==> src/rtl/grab_seq_ctrl.sv <==
// ---------------------------------------------------------------------------
// grab_seq_ctrl
//
// Frame-grab sequencer for the line/frame-valid generator in the receive
// clock domain. A grab copies its configuration into shadow registers, so the
// generator sees a constant timing_cycle/row_length for the whole grab. For
// each frame it emits rows+1 sync_x pulses, one every timing_cycle cycles;
// the generator drops the first sync of every frame. The sequencer then
// waits for the generator's fval to fall, which marks the end of the frame.
// Between frames it idles for the configured gap.
//
// Ports
//   clk_rxg       receive-domain clock
//   rst_rx        synchronous active-high reset
//   cfg_cycle     requested line period in clk_rxg cycles (>= MIN_CYCLE)
//   cfg_rows      requested rows per frame (>= 1)
//   cfg_frames    frames per grab, 0 = run until aborted
//   cfg_gap       idle cycles between frames (0 behaves as 1)
//   grab_start    one-cycle start pulse, only acted on while idle
//   grab_abort    one-cycle abort pulse
//   fval_in       frame-valid returned by the generator
//   sync_x        line sync pulse to the generator
//   timing_cycle  shadowed line period
//   row_length    shadowed row count
//   busy          high from an accepted start until DONE is left
//   frame_cnt     frames completed in the current grab (saturating)
//   grab_done     one-cycle completion pulse
//   err_cfg       sticky: a start was rejected for an illegal config
//   err_tmo       sticky: fval did not fall within TMO cycles
//
// All outputs are registered. Every output register is loaded from the value
// that the next-state logic computes for the following cycle.
// ---------------------------------------------------------------------------
module grab_seq_ctrl #(
    parameter int CYC_W     = 10,
    parameter int ROW_W     = 12,
    parameter int FRM_W     = 16,
    parameter int MIN_CYCLE = 130,
    parameter int TMO       = 4096
) (
    input  logic             clk_rxg,
    input  logic             rst_rx,
    input  logic [CYC_W-1:0] cfg_cycle,
    input  logic [ROW_W-1:0] cfg_rows,
    input  logic [FRM_W-1:0] cfg_frames,
    input  logic [FRM_W-1:0] cfg_gap,
    input  logic             grab_start,
    input  logic             grab_abort,
    input  logic             fval_in,
    output logic             sync_x,
    output logic [CYC_W-1:0] timing_cycle,
    output logic [ROW_W-1:0] row_length,
    output logic             busy,
    output logic [FRM_W-1:0] frame_cnt,
    output logic             grab_done,
    output logic             err_cfg,
    output logic             err_tmo
);

    // The pulse counter is one bit wider than the row count, so the value
    // rows+1 always fits.
    localparam int PUL_W = ROW_W + 1;
    localparam int TMO_W = (TMO > 1) ? $clog2(TMO) : 1;

    typedef enum logic [2:0] {
        ST_IDLE,
        ST_ARM,
        ST_ROW,
        ST_WAIT_FEND,
        ST_GAP,
        ST_DONE
    } state_t;

    state_t           state_reg,      state_next;
    logic [CYC_W-1:0] cyc_sh_reg,     cyc_sh_next;
    logic [ROW_W-1:0] rows_sh_reg,    rows_sh_next;
    logic [FRM_W-1:0] frames_sh_reg,  frames_sh_next;
    logic [FRM_W-1:0] gap_sh_reg,     gap_sh_next;
    logic [CYC_W-1:0] per_cnt_reg,    per_cnt_next;
    logic [PUL_W-1:0] pulse_cnt_reg,  pulse_cnt_next;
    logic [TMO_W-1:0] tmo_cnt_reg,    tmo_cnt_next;
    logic [FRM_W-1:0] gap_cnt_reg,    gap_cnt_next;
    logic [FRM_W-1:0] frame_cnt_reg,  frame_cnt_next;
    logic             abort_pend_reg, abort_pend_next;
    logic             fval_d_reg;
    logic             sync_x_reg,     sync_x_next;
    logic             busy_reg,       busy_next;
    logic             grab_done_reg,  grab_done_next;
    logic             err_cfg_reg,    err_cfg_next;
    logic             err_tmo_reg,    err_tmo_next;

    logic             cfg_ok;
    logic             last_period;
    logic             last_pulse;
    logic             fval_fall;
    logic             abort_now;
    logic [FRM_W-1:0] frame_inc;

    assign cfg_ok      = (cfg_cycle >= CYC_W'(MIN_CYCLE)) && (cfg_rows != '0);
    assign last_period = (per_cnt_reg == cyc_sh_reg - CYC_W'(1));
    assign last_pulse  = (pulse_cnt_reg == ({1'b0, rows_sh_reg} + PUL_W'(1)));
    assign fval_fall   = fval_d_reg && !fval_in;
    // An abort that arrives in the same cycle as the frame end still counts.
    assign abort_now   = abort_pend_reg || grab_abort;
    // frame_cnt saturates at all-ones; this only matters in continuous mode.
    assign frame_inc   = (frame_cnt_reg == '1) ? frame_cnt_reg
                                               : frame_cnt_reg + FRM_W'(1);

    // ---------------------------------------------------------------------
    // State and output registers
    // ---------------------------------------------------------------------
    always_ff @(posedge clk_rxg) begin
        if (rst_rx) begin
            state_reg      <= ST_IDLE;
            cyc_sh_reg     <= CYC_W'(MIN_CYCLE);
            rows_sh_reg    <= ROW_W'(1);
            frames_sh_reg  <= '0;
            gap_sh_reg     <= '0;
            per_cnt_reg    <= '0;
            pulse_cnt_reg  <= '0;
            tmo_cnt_reg    <= '0;
            gap_cnt_reg    <= '0;
            frame_cnt_reg  <= '0;
            abort_pend_reg <= 1'b0;
            fval_d_reg     <= 1'b0;
            sync_x_reg     <= 1'b0;
            busy_reg       <= 1'b0;
            grab_done_reg  <= 1'b0;
            err_cfg_reg    <= 1'b0;
            err_tmo_reg    <= 1'b0;
        end else begin
            state_reg      <= state_next;
            cyc_sh_reg     <= cyc_sh_next;
            rows_sh_reg    <= rows_sh_next;
            frames_sh_reg  <= frames_sh_next;
            gap_sh_reg     <= gap_sh_next;
            per_cnt_reg    <= per_cnt_next;
            pulse_cnt_reg  <= pulse_cnt_next;
            tmo_cnt_reg    <= tmo_cnt_next;
            gap_cnt_reg    <= gap_cnt_next;
            frame_cnt_reg  <= frame_cnt_next;
            abort_pend_reg <= abort_pend_next;
            fval_d_reg     <= fval_in;
            sync_x_reg     <= sync_x_next;
            busy_reg       <= busy_next;
            grab_done_reg  <= grab_done_next;
            err_cfg_reg    <= err_cfg_next;
            err_tmo_reg    <= err_tmo_next;
        end
    end

    // ---------------------------------------------------------------------
    // Next-state and output logic
    // ---------------------------------------------------------------------
    always_comb begin
        state_next      = state_reg;
        cyc_sh_next     = cyc_sh_reg;
        rows_sh_next    = rows_sh_reg;
        frames_sh_next  = frames_sh_reg;
        gap_sh_next     = gap_sh_reg;
        per_cnt_next    = per_cnt_reg;
        pulse_cnt_next  = pulse_cnt_reg;
        tmo_cnt_next    = tmo_cnt_reg;
        gap_cnt_next    = gap_cnt_reg;
        frame_cnt_next  = frame_cnt_reg;
        abort_pend_next = abort_pend_reg;
        err_cfg_next    = err_cfg_reg;
        err_tmo_next    = err_tmo_reg;

        unique case (state_reg)
            ST_IDLE: begin
                // A start pulse that coincides with an abort is still taken:
                // aborts are not looked at while idle.
                if (grab_start) begin
                    if (cfg_ok) begin
                        cyc_sh_next     = cfg_cycle;
                        rows_sh_next    = cfg_rows;
                        frames_sh_next  = cfg_frames;
                        gap_sh_next     = cfg_gap;
                        frame_cnt_next  = '0;
                        err_cfg_next    = 1'b0;
                        err_tmo_next    = 1'b0;
                        abort_pend_next = 1'b0;
                        state_next      = ST_ARM;
                    end else begin
                        err_cfg_next = 1'b1;
                    end
                end
            end

            ST_ARM: begin
                // Holds off for one cycle so that the shadow outputs are
                // already stable when the first sync is sent.
                per_cnt_next   = '0;
                pulse_cnt_next = '0;
                state_next     = grab_abort ? ST_DONE : ST_ROW;
            end

            ST_ROW: begin
                // The generator must receive the whole frame, so an abort
                // here is only noted and takes effect at the frame end.
                if (grab_abort) begin
                    abort_pend_next = 1'b1;
                end
                if (per_cnt_reg == '0) begin
                    pulse_cnt_next = pulse_cnt_reg + PUL_W'(1);
                end
                if (last_period) begin
                    per_cnt_next = '0;
                    if (last_pulse) begin
                        tmo_cnt_next = '0;
                        state_next   = ST_WAIT_FEND;
                    end
                end else begin
                    per_cnt_next = per_cnt_reg + CYC_W'(1);
                end
            end

            ST_WAIT_FEND: begin
                if (grab_abort) begin
                    abort_pend_next = 1'b1;
                end
                if (fval_fall) begin
                    frame_cnt_next = frame_inc;
                    if (((frames_sh_reg != '0) && (frame_inc == frames_sh_reg))
                        || abort_now) begin
                        state_next = ST_DONE;
                    end else begin
                        gap_cnt_next = '0;
                        state_next   = ST_GAP;
                    end
                end else if (tmo_cnt_reg == TMO_W'(TMO - 1)) begin
                    err_tmo_next = 1'b1;
                    state_next   = ST_DONE;
                end else begin
                    tmo_cnt_next = tmo_cnt_reg + TMO_W'(1);
                end
            end

            ST_GAP: begin
                if (grab_abort) begin
                    state_next = ST_DONE;
                end else if ((gap_sh_reg == '0) ||
                             (gap_cnt_reg == gap_sh_reg - FRM_W'(1))) begin
                    per_cnt_next   = '0;
                    pulse_cnt_next = '0;
                    state_next     = ST_ROW;
                end else begin
                    gap_cnt_next = gap_cnt_reg + FRM_W'(1);
                end
            end

            ST_DONE: begin
                abort_pend_next = 1'b0;
                state_next      = ST_IDLE;
            end

            default: begin
                state_next = ST_IDLE;
            end
        endcase

        // The outputs are computed one cycle ahead, so the registered copies
        // match state_reg. A sync goes out on every period-counter zero in
        // ROW.
        sync_x_next    = (state_next == ST_ROW) && (per_cnt_next == '0);
        busy_next      = (state_next != ST_IDLE);
        grab_done_next = (state_next == ST_DONE);
    end

    assign sync_x       = sync_x_reg;
    assign timing_cycle = cyc_sh_reg;
    assign row_length   = rows_sh_reg;
    assign busy         = busy_reg;
    assign frame_cnt    = frame_cnt_reg;
    assign grab_done    = grab_done_reg;
    assign err_cfg      = err_cfg_reg;
    assign err_tmo      = err_tmo_reg;

endmodule

==> config.mk <==
export PLATFORM = sky130hd
export DESIGN_NAME = grab_seq_ctrl
export DESIGN_NICKNAME = d
export VERILOG_FILES = /design/src/rtl/grab_seq_ctrl.sv
export SDC_FILE = /design/constraint.sdc
export NUM_CORES = 1
export LEC_CHECK = 0
export CELL_PAD_IN_SITES_DETAIL_PLACEMENT = 1
export CELL_PAD_IN_SITES_GLOBAL_PLACEMENT = 2
export CORE_MARGIN = 2
export CORE_UTILIZATION = 35
export DETAILED_ROUTE_END_ITERATION = 16
export PLACE_DENSITY_LB_ADDON = 0.1
export SLEW_MARGIN = 20
export SYNTH_ARGS = -nofsm -noshare
export SYNTH_HDL_FRONTEND = slang
export SYNTH_SLANG_ARGS = --single-unit
==> constraint.sdc <==
create_clock -name clk_rxg -period 9 [get_ports clk_rxg]
set_clock_uncertainty 0.15 [all_clocks]
set_input_delay 2.7 -clock clk_rxg [delete_from_list [all_inputs] [get_ports clk_rxg]]
set_output_delay 2.7 -clock clk_rxg [all_outputs]
set_load 0.005 [all_outputs]
* Word-level counts from Yosys, hierarchy flattened
Cells that the tools add are included.
** Storage, ports and cells
- Memory bits (writable) :: 0
- Register bits after elaboration :: 131
- Bits of input ports :: 59
- Memories :: 0
- Memory bits (read-only) :: 0
- Bits in latches :: 0
** Cells by class
- Order comparisons :: 1
- Mux-type cells :: 42
- Reductions and logical operators :: 29
- $add $sub $neg :: 8
- Shift-type cells :: 0
- Bitwise operators :: 0
- Eq/ne operators :: 27
- $mul :: 0
- Divide/modulo/power cells :: 0
** Operator list (count)
- 2-to-1 mux 16 bit :: 8
- one-hot mux 16 bit (2 select lines) :: 2
- 2-to-1 mux 12 bit :: 4
- 2-to-1 mux 13 bit :: 3
- one-hot mux 13 bit (3 select lines) :: 1
- adder 16 x 1 -> 16 bit, second input constant :: 2
- equality test 16 bit :: 2
- 2-to-1 mux 10 bit :: 3
- one-hot mux 10 bit (3 select lines) :: 1
- 2-to-1 mux 3 bit :: 9
- != test 2 bit, second input constant :: 13
- one-hot mux 12 bit (2 select lines) :: 1
- zero test 10 bit :: 2
- equality test 16 bit, second input constant :: 1
- zero test 16 bit :: 1
- nonzero test 16 bit :: 1
- subtractor 16 x 1 -> 16 bit, second input constant :: 1
- one-hot mux 3 bit (5 select lines) :: 1
- AND reduction 5 bit :: 3
- adder 12 x 1 -> 13 bit, second input constant :: 1
- adder 13 x 1 -> 13 bit, second input constant :: 1
- equality test 13 bit :: 1
- adder 12 x 1 -> 12 bit, second input constant :: 1
- equality test 12 bit, second input constant :: 1
- 22 further kinds :: 43

* Logic depth before layout (Yosys ltp)
Gate-level depths: netlist of the first run.
- Depth after elaboration :: 10
- Mapped depth :: 13

* Worst setup path after synthesis of the first run
OpenSTA, ideal clock, no wires.
- Path type :: input port to flip-flop
- Start :: input fval_in
- End :: register gap_cnt_reg[15]
- Arrival :: 4245 ps
- Stages on the path :: 7
- Buffers on the path :: 0
- Setup slack :: 4484 ps
- Data required time :: 8729 ps
- Library setup time :: 121 ps
- Cell sequence :: nand2b_1 nor3_1 nand2_1 a21oi_1 nor3_2 nor4_1 mux2_2
** Between the ends
- Cells in the longest elaborated chain, start to end :: 4
** Ends and longest elaborated chain
- start: declaration :: RTL line 49 : input logic fval_in,
- zero test 1 bit :: RTL line 102 : assign fval_fall = fval_d_reg && !fval_in;
- logical AND 1 bit :: RTL line 102
- != test 2 bit (no line)
- AND reduction 5 bit (no line)
- end signal: assignment :: RTL line 140 : gap_cnt_reg <= gap_cnt_next;
- end: declaration :: RTL line 82 : logic [FRM_W-1:0] gap_cnt_reg, gap_cnt_next;
Every way passes these cells.
A chain may end at the register's enable or synchronous reset.

* Worst setup path after layout of the first run
- Start :: input cfg_cycle[1]
- End :: register frame_cnt_reg[1] (netlist: frame_cnt[1])
** Between the ends
- Cells in the longest elaborated chain, start to end :: 4
** Ends and longest elaborated chain
- start: declaration :: RTL line 43 : input logic [CYC_W-1:0] cfg_cycle,
- >= comparator 10 x 8 -> 1 bit :: RTL line 99 : assign cfg_ok = (cfg_cycle >= CYC_W'(MIN_CYCLE)) && (cfg_rows != '0);
- logical AND 1 bit :: RTL line 99
- != test 2 bit (no line)
- AND reduction 4 bit (no line)
- end signal: assignment :: RTL line 141 : frame_cnt_reg <= frame_cnt_next;
- end: declaration :: RTL line 83 : logic [FRM_W-1:0] frame_cnt_reg, frame_cnt_next;
Every way passes these cells.

==> results.json, run 1 <==
{
  "detail_route.iter0.violations": 358,
  "whs_path_depth": 2,
  "num_io_pins": 102,
  "synth-warning-count": 0,
  "route.detailed.vias_per_inst": 5.64,
  "floorplan.die_area_um2": 24400,
  "route.met2.wl_um": 12600,
  "cts_max_level": 4,
  "core.rowCount": 55,
  "reg2reg_slack_ps": 4060,
  "fp.dieH_um": 156,
  "drt-total-wl_um": 27200,
  "holdPathEnd": "frames_sh_reg[9]",
  "post-route-drc-count": 0,
  "rsz0062_at_grt": "no",
  "worstReg2RegStart": "frame_cnt[12]",
  "wirelength_met1_um": 13500,
  "diodes": 0,
  "period_share_pct": 58.7,
  "max-vdd-ir-drop_v": 0.000110,
  "final_layout_size_suffix_gt1_share_pct": 4.98,
  "synth.avg_cell_area_um2": 7.42,
  "synth_enable_flop_cells": 0,
  "clk_latency_ps": 430,
  "postCtsResizedCells": 0,
  "routabilityCongestion": 0.835,
  "setup_total_negative_slack_ps": 0,
  "cts.reportedPaths.clkPinSlew_ps": 60,
  "status": "completed",
  "fin_nets": 1221,
  "detailed_place_hpwl_um": 19700,
  "global_route.usage.total_pct": 22.7,
  "global_route_wire_length_before_repair_um": 44400,
  "synth_sequential_area_ratio_pct": 32.3,
  "io_buffer_count": 101,
  "post-route-min-period_ps": 5280,
  "chipWidth_um": 156,
  "crit_path_max_fanout": 9,
  "num_vias": 8180,
  "core_area_um2": 22700,
  "endpoint_kind": "register",
  "vias_in_the_first_global_route": 8194,
  "cts-root-buf": "sky130_fd_sc_hd__clkbuf_16",
  "critPathArrivalTime_ps": 5410,
  "postRouteAntennaNets": 0,
  "final_core_util_pct": 43.6,
  "achievable_clock_frequency_mhz": 189,
  "pin_count_of_the_biggest_net_entering_global_routing": 86,
  "synthesis.nets": 1164,
  "antenna_violations_before_repair": 1,
  "drv_slew": 0,
  "report.final.setup_viol": 0,
  "area_growth_syn_to_layout_pct": 22.0,
  "cts_sinks": 131,
  "power_density_nw_per_um2": 189,
  "ctsHoldBuffers": 0,
  "final_common_cell": "sky130_fd_sc_hd__nand2_1",
  "detailroute.wirelength.met3_um": 751,
  "critPathRequiredTime_ps": 9130,
  "worst_setup_path_startpoint": "cfg_cycle[1]",
  "worstSetupPathType": "input pin to register",
  "critical_path.startpoint_type": "input pin",
  "drt_pre_antenna_iters": 5,
  "synth_seq_cells": 131,
  "power_leakage_nw": 3.42,
  "timing.slew.headroom_pct": 25.2,
  "gr-total-overflow": 0,
  "least_margin_pin_slew_ps": 1120,
  "worstReg2RegEnd": "gap_cnt_reg[14]",
  "routed_wire_length_per_instance_um": 18.7,
  "fraction_of_registers_with_async_set_or_reset_after_synthesis_pct": 0,
  "layout.cells.most_common_list": "sky130_fd_sc_hd__nand2_1 (169), sky130_fd_sc_hd__dfxtp_1 (131), sky130_fd_sc_hd__a21oi_1 (113), sky130_fd_sc_hd__clkdlybuf4s50_1 (100), sky130_fd_sc_hd__nor2_1 (89)",
  "min_path_type": "register to register",
  "synth_area_um2": 8120,
  "layout.filler_cells": 2736,
  "synth_cells": 1095,
  "max-clock-path-buffers": 2,
  "ff2ff_path_depth": 9,
  "synth.lib_cells_used.distinct": 74,
  "tritoncts.num_buffers": 17,
  "final_hold_viol_count": 0,
  "tritoncts": "done",
  "max_cap_violations": 0,
  "min_from": "frames_sh_reg[9]",
  "post-cts-setup-buffers": 0,
  "yosys_most_used_dff": "sky130_fd_sc_hd__dfxtp_1",
  "initial_core_util_pct": 35.8,
  "highest-signal-layer": "met4"
}
report_power, final:
part | switching, W | total, W | internal, W | leakage (nW)
Sequential | 0.0000621 | 0.000678 | 0.000616 | 1.06
Combinational | 0.000239 | 0.000414 | 0.000175 | 2.03
Clock | 0.000280 | 0.000784 | 0.000503 | 0.323
layout make-up:
cell class              instances  area (um2)  share of cell area (%)
flip-flops and latches        131        2620                    26.5
well taps                     285         357                    3.60
clock inverters                10         168                    1.69
multi-input cells             867        5120                    51.7
inverters                      32         120                    1.21
clock buffers                  22         494                    4.99
repair buffers                103        1020                    10.3
Yosys cell counts, drive strengths merged (9+ instances only):
library cell  number  area share (%)
a211oi             9             1.0
a21oi            114             7.0
a31oi             13             1.0
and2              14             1.1
and3              23             1.8
buf               15            0.97
clkbuf            50             2.3
dfxtp            131              32
ha                10             1.5
inv               32             1.5
nand2            169             7.8
nand2b             9            0.69
nand3             47             2.9
nand4             24             1.8
nor2              91             4.3
nor2b             12            0.92
nor3              36             2.4
nor4              32             2.6
o21ai             40             2.5
or3               17             1.3
or4               10             1.0
xnor2             56             6.0
xor2              31             3.3
layer usage:
layer  vias up  global-route usage [%]
li1       4042                       -
met1      4017                    31.5
met2        99                    36.8
met3        22                    3.74
met4         0                    5.37
met5         -                       0
worst max path at each step:
| stage | endpoint | slack [ps] | depth (start not counted) |
|---|---|---|---|
| 3_3_place_gp | sync_x | 3400 | 8 |
| 3_5_place_dp | sync_x | 3240 | 8 |
| 5_1_grt | frame_cnt[1] | 3530 | 10 |
| 4_1_cts | sync_x | 3650 | 8 |
| 6_report | frame_cnt[1] | 3720 | 10 |
| 2_1_floorplan | gap_cnt_reg[15] | 4480 | 7 |
cell families after synthesis:
kind of cell	count (synthesis)	share of synthesized area, %
AOI/OAI and AO/OA	249	19.3
xor gates and xnor gates	87	9.38
adders and majority gates	10	1.54
buffers and inverters	97	4.76
DFF	131	32.3
muxes	10	1.26
and+or+nand+nor	511	31.4
critical path, stage by stage:
cell and delay, ps:
sky130_fd_sc_hd__clkdlybuf4s50_1 490, sky130_fd_sc_hd__nor4_1 70, sky130_fd_sc_hd__a21oi_1 200, sky130_fd_sc_hd__nor3_1 110, sky130_fd_sc_hd__a31oi_1 340, sky130_fd_sc_hd__nand2_1 130, sky130_fd_sc_hd__a2bb2oi_1 810, sky130_fd_sc_hd__o21ai_0 280
sky130_fd_sc_hd__a32oi_1 230, sky130_fd_sc_hd__nor2_1 50
metrics by stage:
stage	cell area (um2)	std cells	hold slack [ps]	setup slack [ps]	total power (W)
final	9910	1450	339	3720	0.00188
after global routing	9910	1450	361	3530	0.00197
after CTS	9900	1450	340	3650	0.00189
after detailed placement	9240	1418	332	3240	0.00110
after global placement	9240	1418	325	3400	0.00110
after floorplan	8120	1095	311	4480	0.000947
Power figures use the tool's default switching activity.
==> run 2: changes to the inputs <==
--- a/config.mk
+++ b/config.mk
@@ -8,7 +8,7 @@
 export CELL_PAD_IN_SITES_DETAIL_PLACEMENT = 1
 export CELL_PAD_IN_SITES_GLOBAL_PLACEMENT = 2
 export CORE_MARGIN = 2
-export CORE_UTILIZATION = 35
+export CORE_UTILIZATION = 32
 export DETAILED_ROUTE_END_ITERATION = 16
 export PLACE_DENSITY_LB_ADDON = 0.1
 export SLEW_MARGIN = 20
==> constraint.sdc (replaced) <==
create_clock -name clk_rxg -period 5.35 [get_ports clk_rxg]
set_clock_uncertainty 0.15 [all_clocks]
set_input_delay 1.605 -clock clk_rxg [delete_from_list [all_inputs] [get_ports clk_rxg]]
set_output_delay 1.605 -clock clk_rxg [all_outputs]
set_load 0.005 [all_outputs]
==> results.json, run 2 (same netlist as run 1, synthesis figures left out) <==
{
  "pin_count_of_the_biggest_net_entering_global_routing": 71,
  "post-cts-setup-buffers": 0,
  "io_buffer_count": 101,
  "drt_pre_antenna_iters": 5,
  "max-vdd-ir-drop_v": 0.000137,
  "tritoncts.num_buffers": 17,
  "chipWidth_um": 163,
  "postRouteAntennaNets": 0,
  "post-route-min-period_ps": 4370,
  "worstSetupPathType": "register to register",
  "timing.critical_path.cells": "nand4_1 -> nor3_1 -> nand2_1 -> and3_1 -> a2111oi_0 -> and4_1 -> o21ai_1 -> or4_1 -> nand2_1",
  "least_margin_pin_slew_ps": 853,
  "drt-total-wl_um": 28000,
  "status": "completed",
  "cts.reportedPaths.clkPinSlew_ps": 60,
  "combinational_share_of_power_pct": 23.8,
  "period_share_pct": 81.6,
  "detailed_place_hpwl_um": 20500,
  "diodes": 0,
  "detail_route.iter0.violations": 517,
  "cp_top_family": "simple AND/OR/NAND/NOR gates",
  "hold-worst-slack_ps": 338,
  "routed_wire_length_per_instance_um": 18.5,
  "initial_core_util_pct": 32.4,
  "vias_in_the_first_global_route": 8160,
  "area_growth_syn_to_layout_pct": 23.2,
  "critPathArrivalTime_ps": 4590,
  "core_area_um2": 25000,
  "cpPeakStageDelay_ps": 680,
  "route.detailed.vias_per_inst": 5.46,
  "critical_path.startpoint_type": "register",
  "multi_input_combinational_cell_area_um2": 5120,
  "finish.cell_count_without_fillers": 1510,
  "gr-total-overflow": 0,
  "switchingPower_w": 0.00101,
  "drv_slew": 0,
  "num_io_pins": 102,
  "crit_path_top_delay_cell": "sky130_fd_sc_hd__a2111oi_0",
  "fin_total_pwr_w": 0.00300,
  "dpl.cell_count": 1478,
  "postCtsResizedCells": 0,
  "post-route-drc-count": 0,
  "layout.filler_cells": 3091,
  "ctsHoldBuffers": 0,
  "fp.dieH_um": 163,
  "worst_path_most_repeated_cell": "sky130_fd_sc_hd__nand2_1",
  "max-clock-path-buffers": 2,
  "power.switching_fraction_pct": 33.7,
  "num_vias": 8247,
  "clk_latency_ps": 440,
  "cts-root-buf": "sky130_fd_sc_hd__clkbuf_16",
  "max_cap_violations": 0,
  "report.final.setup_viol": 0,
  "global_route.usage.total_pct": 21.5,
  "achievable_clock_frequency_mhz": 229,
  "placed_area_um2": 9440,
  "power.clock.fraction_pct": 38.1,
  "worstReg2RegStart": "frame_cnt[14]",
  "fin_nets": 1236,
  "timing.slew.headroom_pct": 41.7,
  "worst_setup_path_startpoint": "frame_cnt[14]",
  "endpoint_kind": "register",
  "min_from": "gap_sh_reg[14]",
  "design_area_um2": 10000,
  "critPathRequiredTime_ps": 5570,
  "tritoncts": "done",
  "final_common_cell": "sky130_fd_sc_hd__nand2_1",
  "min_path_type": "register to register",
  "global_route_wire_length_before_repair_um": 45200,
  "setup_total_negative_slack_ps": 0,
  "cts_sinks": 131,
  "power_leakage_nw": 3.46,
  "rsz0062_at_grt": "no",
  "layout.cells.most_common_list": "sky130_fd_sc_hd__nand2_1 (169), sky130_fd_sc_hd__dfxtp_1 (131), sky130_fd_sc_hd__a21oi_1 (114), sky130_fd_sc_hd__clkdlybuf4s50_1 (100), sky130_fd_sc_hd__nor2_1 (89)",
  "final_layout_size_suffix_gt1_share_pct": 6.10,
  "combined_flip_flop_and_latch_cell_area_um2": 2620,
  "internal-power_w": 0.00199,
  "power_density_nw_per_um2": 300,
  "antenna_violations_before_repair": 0,
  "final_hold_viol_count": 0,
  "cts_max_level": 4,
  "critical_path_buf_inv_count": 0,
  "routabilityCongestion": 0.854,
  "floorplan.die_area_um2": 26700,
  "core.rowCount": 58,
  "seq_power_share_pct": 38.1,
  "crit_path_max_fanout": 11
}
[run 2: cell types whose count changed in the layout (fill, tap and decap cells not counted), moves of 2 or more]
cell,change
sky130_fd_sc_hd__buf_4,+14
sky130_fd_sc_hd__bufinv_16,-3
sky130_fd_sc_hd__clkbuf_8,-5
sky130_fd_sc_hd__clkinv_2,+3
sky130_fd_sc_hd__clkinv_4,+3
sky130_fd_sc_hd__clkinvlp_4,+2
[run 2: path summary, 6_finish.rpt]
path | to | slack, ps | depth (start not counted)
max reg2reg | gap_cnt_reg[3] | 980 | 9
min | gap_sh_reg[14] | 340 | 2
max | gap_cnt_reg[3] | 980 | 9
min reg2reg | gap_sh_reg[14] | 340 | 2
[run 2: layer usage]
layer  part of all wire, %  track usage, %
met5                     0               0
met4                   1.6            6.28
met3                   4.2            3.73
met2                    44            33.1
met1                    50            30.6
[run 2: layout make-up]
type	instances	area share (%)
timing repair buffer	118	11.7
inverter	32	1.20
clock buffer	17	4.25
sequential	131	26.2
clock inverter	15	1.36
multi-input combinational	867	51.2
tap	330	4.13
[run 2: power by group through the flow]
stage               clock [W]  combinational [W]  sequential [W]
detailed placement          0           0.000719         0.00116
floorplan                   0           0.000479         0.00111
global placement            0           0.000706         0.00116
global route          0.00121           0.000802         0.00116
CTS                   0.00117           0.000723         0.00114
finish                0.00114           0.000714         0.00114
[run 2: per-stage QoR]
stage | setup WS (ps) | util, %
2_1_floorplan | 1930 | -
3_3_place_gp | 940 | 37.6
3_5_place_dp | 891 | 37.7
4_1_cts | 1060 | 40.0
5_1_grt | 764 | 40.0
6_report | 982 | 40.0
[run 2: worst min-delay path, stage by stage (launching register included)]
cell	delay, ps
sky130_fd_sc_hd__dfxtp_1	330
sky130_fd_sc_hd__nand2_1	60
sky130_fd_sc_hd__a21oi_1	50
